## src/rtl/mem_stage_pipe.sv

```systemverilog
// MEM stage: EX/MEM and MEM/WB registers, req/ack data-memory access, load/store lane handling.
// Optional MISALIGN_TRAP_EN: misaligned H/W accesses trap (no request, mem_err pulse) instead of truncating.
module mem_stage_pipe #(
  parameter int unsigned TIMEOUT_CYCLES = 255
) (
  input  logic        clk,
  input  logic        rst,
  input  logic        ex_valid,
  input  logic [4:0]  ex_rd,
  input  logic        ex_regwrite,
  input  logic [31:0] ex_alu_result,
  input  logic [31:0] ex_store_data,
  input  logic        ex_memread,
  input  logic        ex_memwrite,
  input  logic [2:0]  ex_funct3,
  output logic        mem_req,
  output logic        mem_we,
  output logic [31:0] mem_addr,
  output logic [31:0] mem_wdata,
  output logic [3:0]  mem_wstrb,
  input  logic [31:0] mem_rdata,
  input  logic        mem_ack,
  output logic        stall,
  output logic [4:0]  ex_mem_rd,
  output logic        ex_mem_regwrite,
  output logic [31:0] ex_mem_aluresult,
  output logic        ex_mem_is_load,
  output logic [4:0]  mem_wb_rd,
  output logic        mem_wb_regwrite,
  output logic [31:0] wb_result,
  output logic        mem_err
);

  localparam int unsigned CNT_W = 8;

  typedef enum logic {S_IDLE, S_WAIT} state_t;

  state_t             r_state, w_next;
  logic [CNT_W-1:0]   r_cnt;
  logic               r_em_memread, r_em_memwrite;
  logic [31:0]        r_em_sdata;
  logic [2:0]         r_em_funct3;

  logic               w_memop, w_mis, w_ack, w_timeout, w_complete, w_fail;
  logic [7:0]         w_byte;
  logic [15:0]        w_half;
  logic [31:0]        w_load_data;

  // Next state, memory interface and stall decode
  always_comb begin
    w_next      = r_state;
    w_memop     = r_em_memread | r_em_memwrite;
    w_mis       = 1'b0;
`ifdef MISALIGN_TRAP_EN
    w_mis       = w_memop &
                  (((r_em_funct3[1:0] == 2'b01) & ex_mem_aluresult[0]) |
                   ((r_em_funct3[1:0] == 2'b10) & (ex_mem_aluresult[1:0] != 2'b00)));
`endif
    mem_req     = w_memop & ~w_mis;
    mem_we      = mem_req & r_em_memwrite;
    mem_addr    = {ex_mem_aluresult[31:2], 2'b00};
    mem_wdata   = 32'h0;
    mem_wstrb   = 4'b0000;
    w_ack       = mem_req & mem_ack;
    w_timeout   = (r_state == S_WAIT) & ~w_ack & (r_cnt == CNT_W'(TIMEOUT_CYCLES));
    w_complete  = w_ack | w_timeout | w_mis;
    w_fail      = w_timeout | w_mis;
    stall       = w_memop & ~w_complete;

    if (mem_we) begin
      case (r_em_funct3[1:0])
        2'b00: begin
          mem_wstrb = 4'b0001 << ex_mem_aluresult[1:0];
          mem_wdata = {4{r_em_sdata[7:0]}};
        end
        2'b01: begin
          mem_wstrb = 4'b0011 << {ex_mem_aluresult[1], 1'b0};
          mem_wdata = {2{r_em_sdata[15:0]}};
        end
        default: begin
          mem_wstrb = 4'b1111;
          mem_wdata = r_em_sdata;
        end
      endcase
    end

    case (r_state)
      S_IDLE:  if (mem_req && !w_complete) w_next = S_WAIT;
      S_WAIT:  if (w_complete) w_next = S_IDLE;
      default: w_next = S_IDLE;
    endcase
  end

  // Load lane select and sign/zero extension
  always_comb begin
    w_byte = 8'(mem_rdata >> {ex_mem_aluresult[1:0], 3'b000});
    w_half = ex_mem_aluresult[1] ? mem_rdata[31:16] : mem_rdata[15:0];
    case (r_em_funct3[1:0])
      2'b00:   w_load_data = {{24{w_byte[7] & ~r_em_funct3[2]}}, w_byte};
      2'b01:   w_load_data = {{16{w_half[15] & ~r_em_funct3[2]}}, w_half};
      default: w_load_data = mem_rdata;
    endcase
  end

  always_ff @(posedge clk) begin
    if (rst) begin
      r_state <= S_IDLE;
      r_cnt   <= '0;
      mem_err <= 1'b0;
    end else begin
      r_state <= w_next;
      r_cnt   <= (r_state == S_WAIT) ? r_cnt + CNT_W'(1) : '0;
      mem_err <= w_fail;
    end
  end

  // EX/MEM register; writes to r0 never reach forwarding
  always_ff @(posedge clk) begin
    if (rst) begin
      ex_mem_rd        <= '0;
      ex_mem_regwrite  <= 1'b0;
      ex_mem_aluresult <= '0;
      r_em_memread     <= 1'b0;
      r_em_memwrite    <= 1'b0;
      r_em_sdata       <= '0;
      r_em_funct3      <= '0;
    end else if (!stall) begin
      ex_mem_rd        <= ex_rd;
      ex_mem_regwrite  <= ex_valid & ex_regwrite & (ex_rd != 5'd0);
      ex_mem_aluresult <= ex_alu_result;
      r_em_memread     <= ex_valid & ex_memread;
      r_em_memwrite    <= ex_valid & ex_memwrite;
      r_em_sdata       <= ex_store_data;
      r_em_funct3      <= ex_funct3;
    end
  end

  assign ex_mem_is_load = r_em_memread;

  // MEM/WB register; bubbles while stalled, failed or store ops never write back
  always_ff @(posedge clk) begin
    if (rst || stall) begin
      mem_wb_rd       <= '0;
      mem_wb_regwrite <= 1'b0;
      wb_result       <= '0;
    end else begin
      mem_wb_rd       <= ex_mem_rd;
      mem_wb_regwrite <= ex_mem_regwrite & ~r_em_memwrite & ~w_fail & (ex_mem_rd != 5'd0);
      wb_result       <= r_em_memread ? w_load_data : ex_mem_aluresult;
    end
  end

endmodule

```

## config.mk

```make
export PLATFORM = sky130hd
export DESIGN_NAME = mem_stage_pipe
export DESIGN_NICKNAME = d
export VERILOG_FILES = /design/src/rtl/mem_stage_pipe.sv
export SDC_FILE = /design/constraint.sdc
export NUM_CORES = 1
export LEC_CHECK = 0
export CORE_ASPECT_RATIO = 0.6
export CORE_MARGIN = 5
export CORE_UTILIZATION = 46
export DETAILED_ROUTE_END_ITERATION = 10
export PLACE_DENSITY = 0.87
export RECOVER_POWER = 50
export SYNTH_ARGS = -nofsm -noshare
export SYNTH_HDL_FRONTEND = slang
export SYNTH_SLANG_ARGS = --single-unit
```

## constraint.sdc

```tcl
create_clock -name clk -period 2.5 [get_ports clk]
set_input_delay 0.5 -clock clk [delete_from_list [all_inputs] [get_ports clk]]
set_output_delay 0.5 -clock clk [all_outputs]
set_load 0.02 [all_outputs]
```

==> flow_metrics.env <==
export IMPL_status="finished clean"
export IMPL_grt_pass1_wl_um=30800
export IMPL_period_share=0.945
export IMPL_grt_start_max_net_pins=75
export IMPL_synth_top_cell_area_share=0.420
export IMPL_clkTransAtPathRegs_ns=0.06
export IMPL_critPathMaxFanout=36
export IMPL_relSlewSlack=0.528
export IMPL_arrival_ns=1.86
export IMPL_synth_distinct_cells=57
export IMPL_synth_edff_count=0
export IMPL_vias=5867
export IMPL_hold_viol_final=0
export IMPL_seq_area_frac_synth=0.420
export IMPL_yosysWarnings=0
export IMPL_cts_tree="done"
export IMPL_ctsHoldBuffers=0
export IMPL_drive_gt1_frac=0.0884
export IMPL_drv_slew=0
export IMPL_clock_tree_root_cell="clkbuf_16"
export IMPL_maxCapViolCount=0
export IMPL_crit_required_ns=2.00
export IMPL_antenna_left=0
export IMPL_coreArea_um2=12700
export IMPL_finish_net_count=1038
export IMPL_portBuffers=257
export IMPL_die_area_um2=15200
export IMPL_firstDrtPassIters=5
export IMPL_wire_per_inst_um=18.0
export IMPL_critPathKind="reg -> out"
export IMPL_chipHeight_um=97.5
export IMPL_grt_antenna_before_repair=0
export IMPL_synthTopCellsByArea="dfxtp_1, nand2_1, a21oi_1, buf_4, mux2i_1"
export IMPL_power_leakage_uw=0.00387
export IMPL_max_freq_mhz=423
export IMPL_cts_made_buffers=17
export IMPL_finalCriticalPeriod_ns=2.36
export IMPL_routed_wl_um=20000
export IMPL_ios=260
export IMPL_crit_path_end_kind="output port"
export IMPL_tightestPinTransition_ns=0.707
export IMPL_fin_worst_skew_ns=0.0135
export IMPL_route_detailed_drc=0
export IMPL_syn_area_per_cell_um2=8.22
export IMPL_grt_usage=0.256
export IMPL_finalNonFillerCells=1109
export IMPL_std_cell_rows=32
export IMPL_dr_first_iter_drc_count=335
export IMPL_insertion_delay_ns=0.40
export IMPL_grt_setup_unrepaired="false"
export IMPL_cts_max_path_buffers=2
export IMPL_total_power_uw=5920
export IMPL_synth_cell_area_um2=5870
export IMPL_syn2layout_area_growth_pct=51.2
export IMPL_holdWs_ns=0.360
export IMPL_final_setup_tns_ns=0
export IMPL_overflow=0
export IMPL_initial_core_util=0.464
export IMPL_hpwl_um=14800
export IMPL_cts_sink_count=123
export IMPL_worstSetupStartpointType="register"
export IMPL_ys_seq_elements=123
export IMPL_powerDensity_nw_per_um2=667
export IMPL_die_x_um=156
export IMPL_asyncSetResetFlopFracSynth=0
export IMPL_peakVddDrop_v=0.000452
export IMPL_yosys_most_used_dff="dfxtp_1"
export IMPL_syn_inst=714
export IMPL_ctsHtreeMaxLevel=4
export IMPL_synth_area_leader_cell="dfxtp_1"
export IMPL_gp_congestion=0.861
export IMPL_grt_pass1_vias=5636
export IMPL_routed_via_density=5.29
export IMPL_final_setup_viol_count=0
export IMPL_antenna_cells=0
export IMPL_dp_cells=1076
export IMPL_hp_class="in -> reg"
[area by class of cell]
type | count | area (um^2)
clock inverters | 10 | 118
flip-flops and latches | 123 | 2470
well taps | 170 | 213
clock buffers | 22 | 454
fillers | 1024 | 3770
inverters | 6 | 22.5
multi-input cells | 496 | 2810
repair buffers | 282 | 2790
[repair_timing]
action / 4_1_cts / 5_1_grt
pin swaps: 0 / 1
setup buffers: 0 / 1
gates resized for setup: 14 / 7
endpoints found under the setup margin: 19 / 7
[state kept, by name, indices dropped and copies added (netlist names)]
signal	cells
ex_mem_aluresult	32
ex_mem_is_load	1
ex_mem_rd	5
ex_mem_regwrite	1
mem_err	1
mem_wb_rd	5
mem_wb_regwrite	1
r_cnt	8
r_em_funct3	3
r_em_memwrite	1
r_em_sdata	32
r_state	1
wb_result	32
[path summary, 6_finish.rpt]
path	from	cells after the start	slack, ns	endpoint
max reg2reg	r_em_memwrite	7	0.38	r_em_sdata[11]
min reg2reg	r_cnt[0]	1	0.45	r_cnt[0]
min	rst	2	0.36	r_em_funct3[2]
max	r_em_memwrite	3	0.14	mem_wdata[6]
[synth_stat cells, drive strengths merged (3+ instances only)]
cell type,number
a211oi,26
a21boi,11
a21oi,76
a22o,8
a22oi,9
and2,15
buf,60
clkbuf,30
dfxtp,123
inv,5
mux2,4
mux2i,19
mux4,4
nand2,201
nand2b,3
nand3,3
nand4,6
nor2,40
nor2b,12
o2111ai,3
o211a,12
o21ai,10
or2,3
xor2,3
[placed cells by master (no fill, tap or decap), types with 3 or more instances in the layout]
master,instances
clkbuf_16,17
dlygate4sd3_1,99
dfxtp_2,3
nor2b_1,11
o2111ai_1,3
a211oi_2,11
a22o_1,8
buf_12,3
nand2_1,201
dfxtp_1,120
o21ai_0,9
clkdlybuf4s50_1,138
nor2_1,40
a211oi_1,15
dlymetal6s2s_1,6
mux2i_1,19
clkinvlp_4,4
xor2_1,3
mux4_2,4
a21boi_0,9
nand4_1,6
and2_1,15
a22oi_1,9
a21oi_1,76
dlygate4sd2_1,13
buf_4,21
clkbuf_1,4
nand3_1,3
inv_1,4
o211a_1,12
[kinds of logic after synthesis]
group | count (synthesis) | synth area share
compound gates | 167 | 0.200
flops | 123 | 0.420
other cells | 1 | 0.000639
fa+ha+maj | 1 | 0.00213
mux | 27 | 0.0567
simple gates | 295 | 0.214
xor+xnor | 4 | 0.00597
buf+inv | 96 | 0.101
[critical path: stages, from the launching register on]
cell             delay, ns
dfxtp_1               0.46
buf_12                0.21
and2_1                0.15
clkdlybuf4s50_1       0.62
[power breakdown]
group	leakage (uW)	internal, uW	switching (uW)
combinational	0.00258	612	723
clock	0.000267	1490	871
sequential	0.00102	2110	109
[metrics by stage]
stage	utilization	setup slack, ns	cell area [um^2]
3_5_place_dp	0.656	0.0985	8300
2_1_floorplan	-	0.454	5870
4_1_cts	0.700	0.00441	8860
6_report	0.702	0.137	8880
3_3_place_gp	0.656	0.141	8300
5_1_grt	0.702	0.0161	8880
[per-layer routing]
| metal | vias to the layer above | global-route usage | share of wire |
|---|---|---|---|
| li1 | 2809 | - | - |
| met3 | 33 | 0.0779 | 0.099 |
| met2 | 281 | 0.388 | 0.44 |
| met1 | 2744 | 0.353 | 0.44 |
| met4 | 0 | 0.0693 | 0.018 |
| met5 | - | 0 | 0 |
No activity file was read; power rests on OpenSTA's default activity.
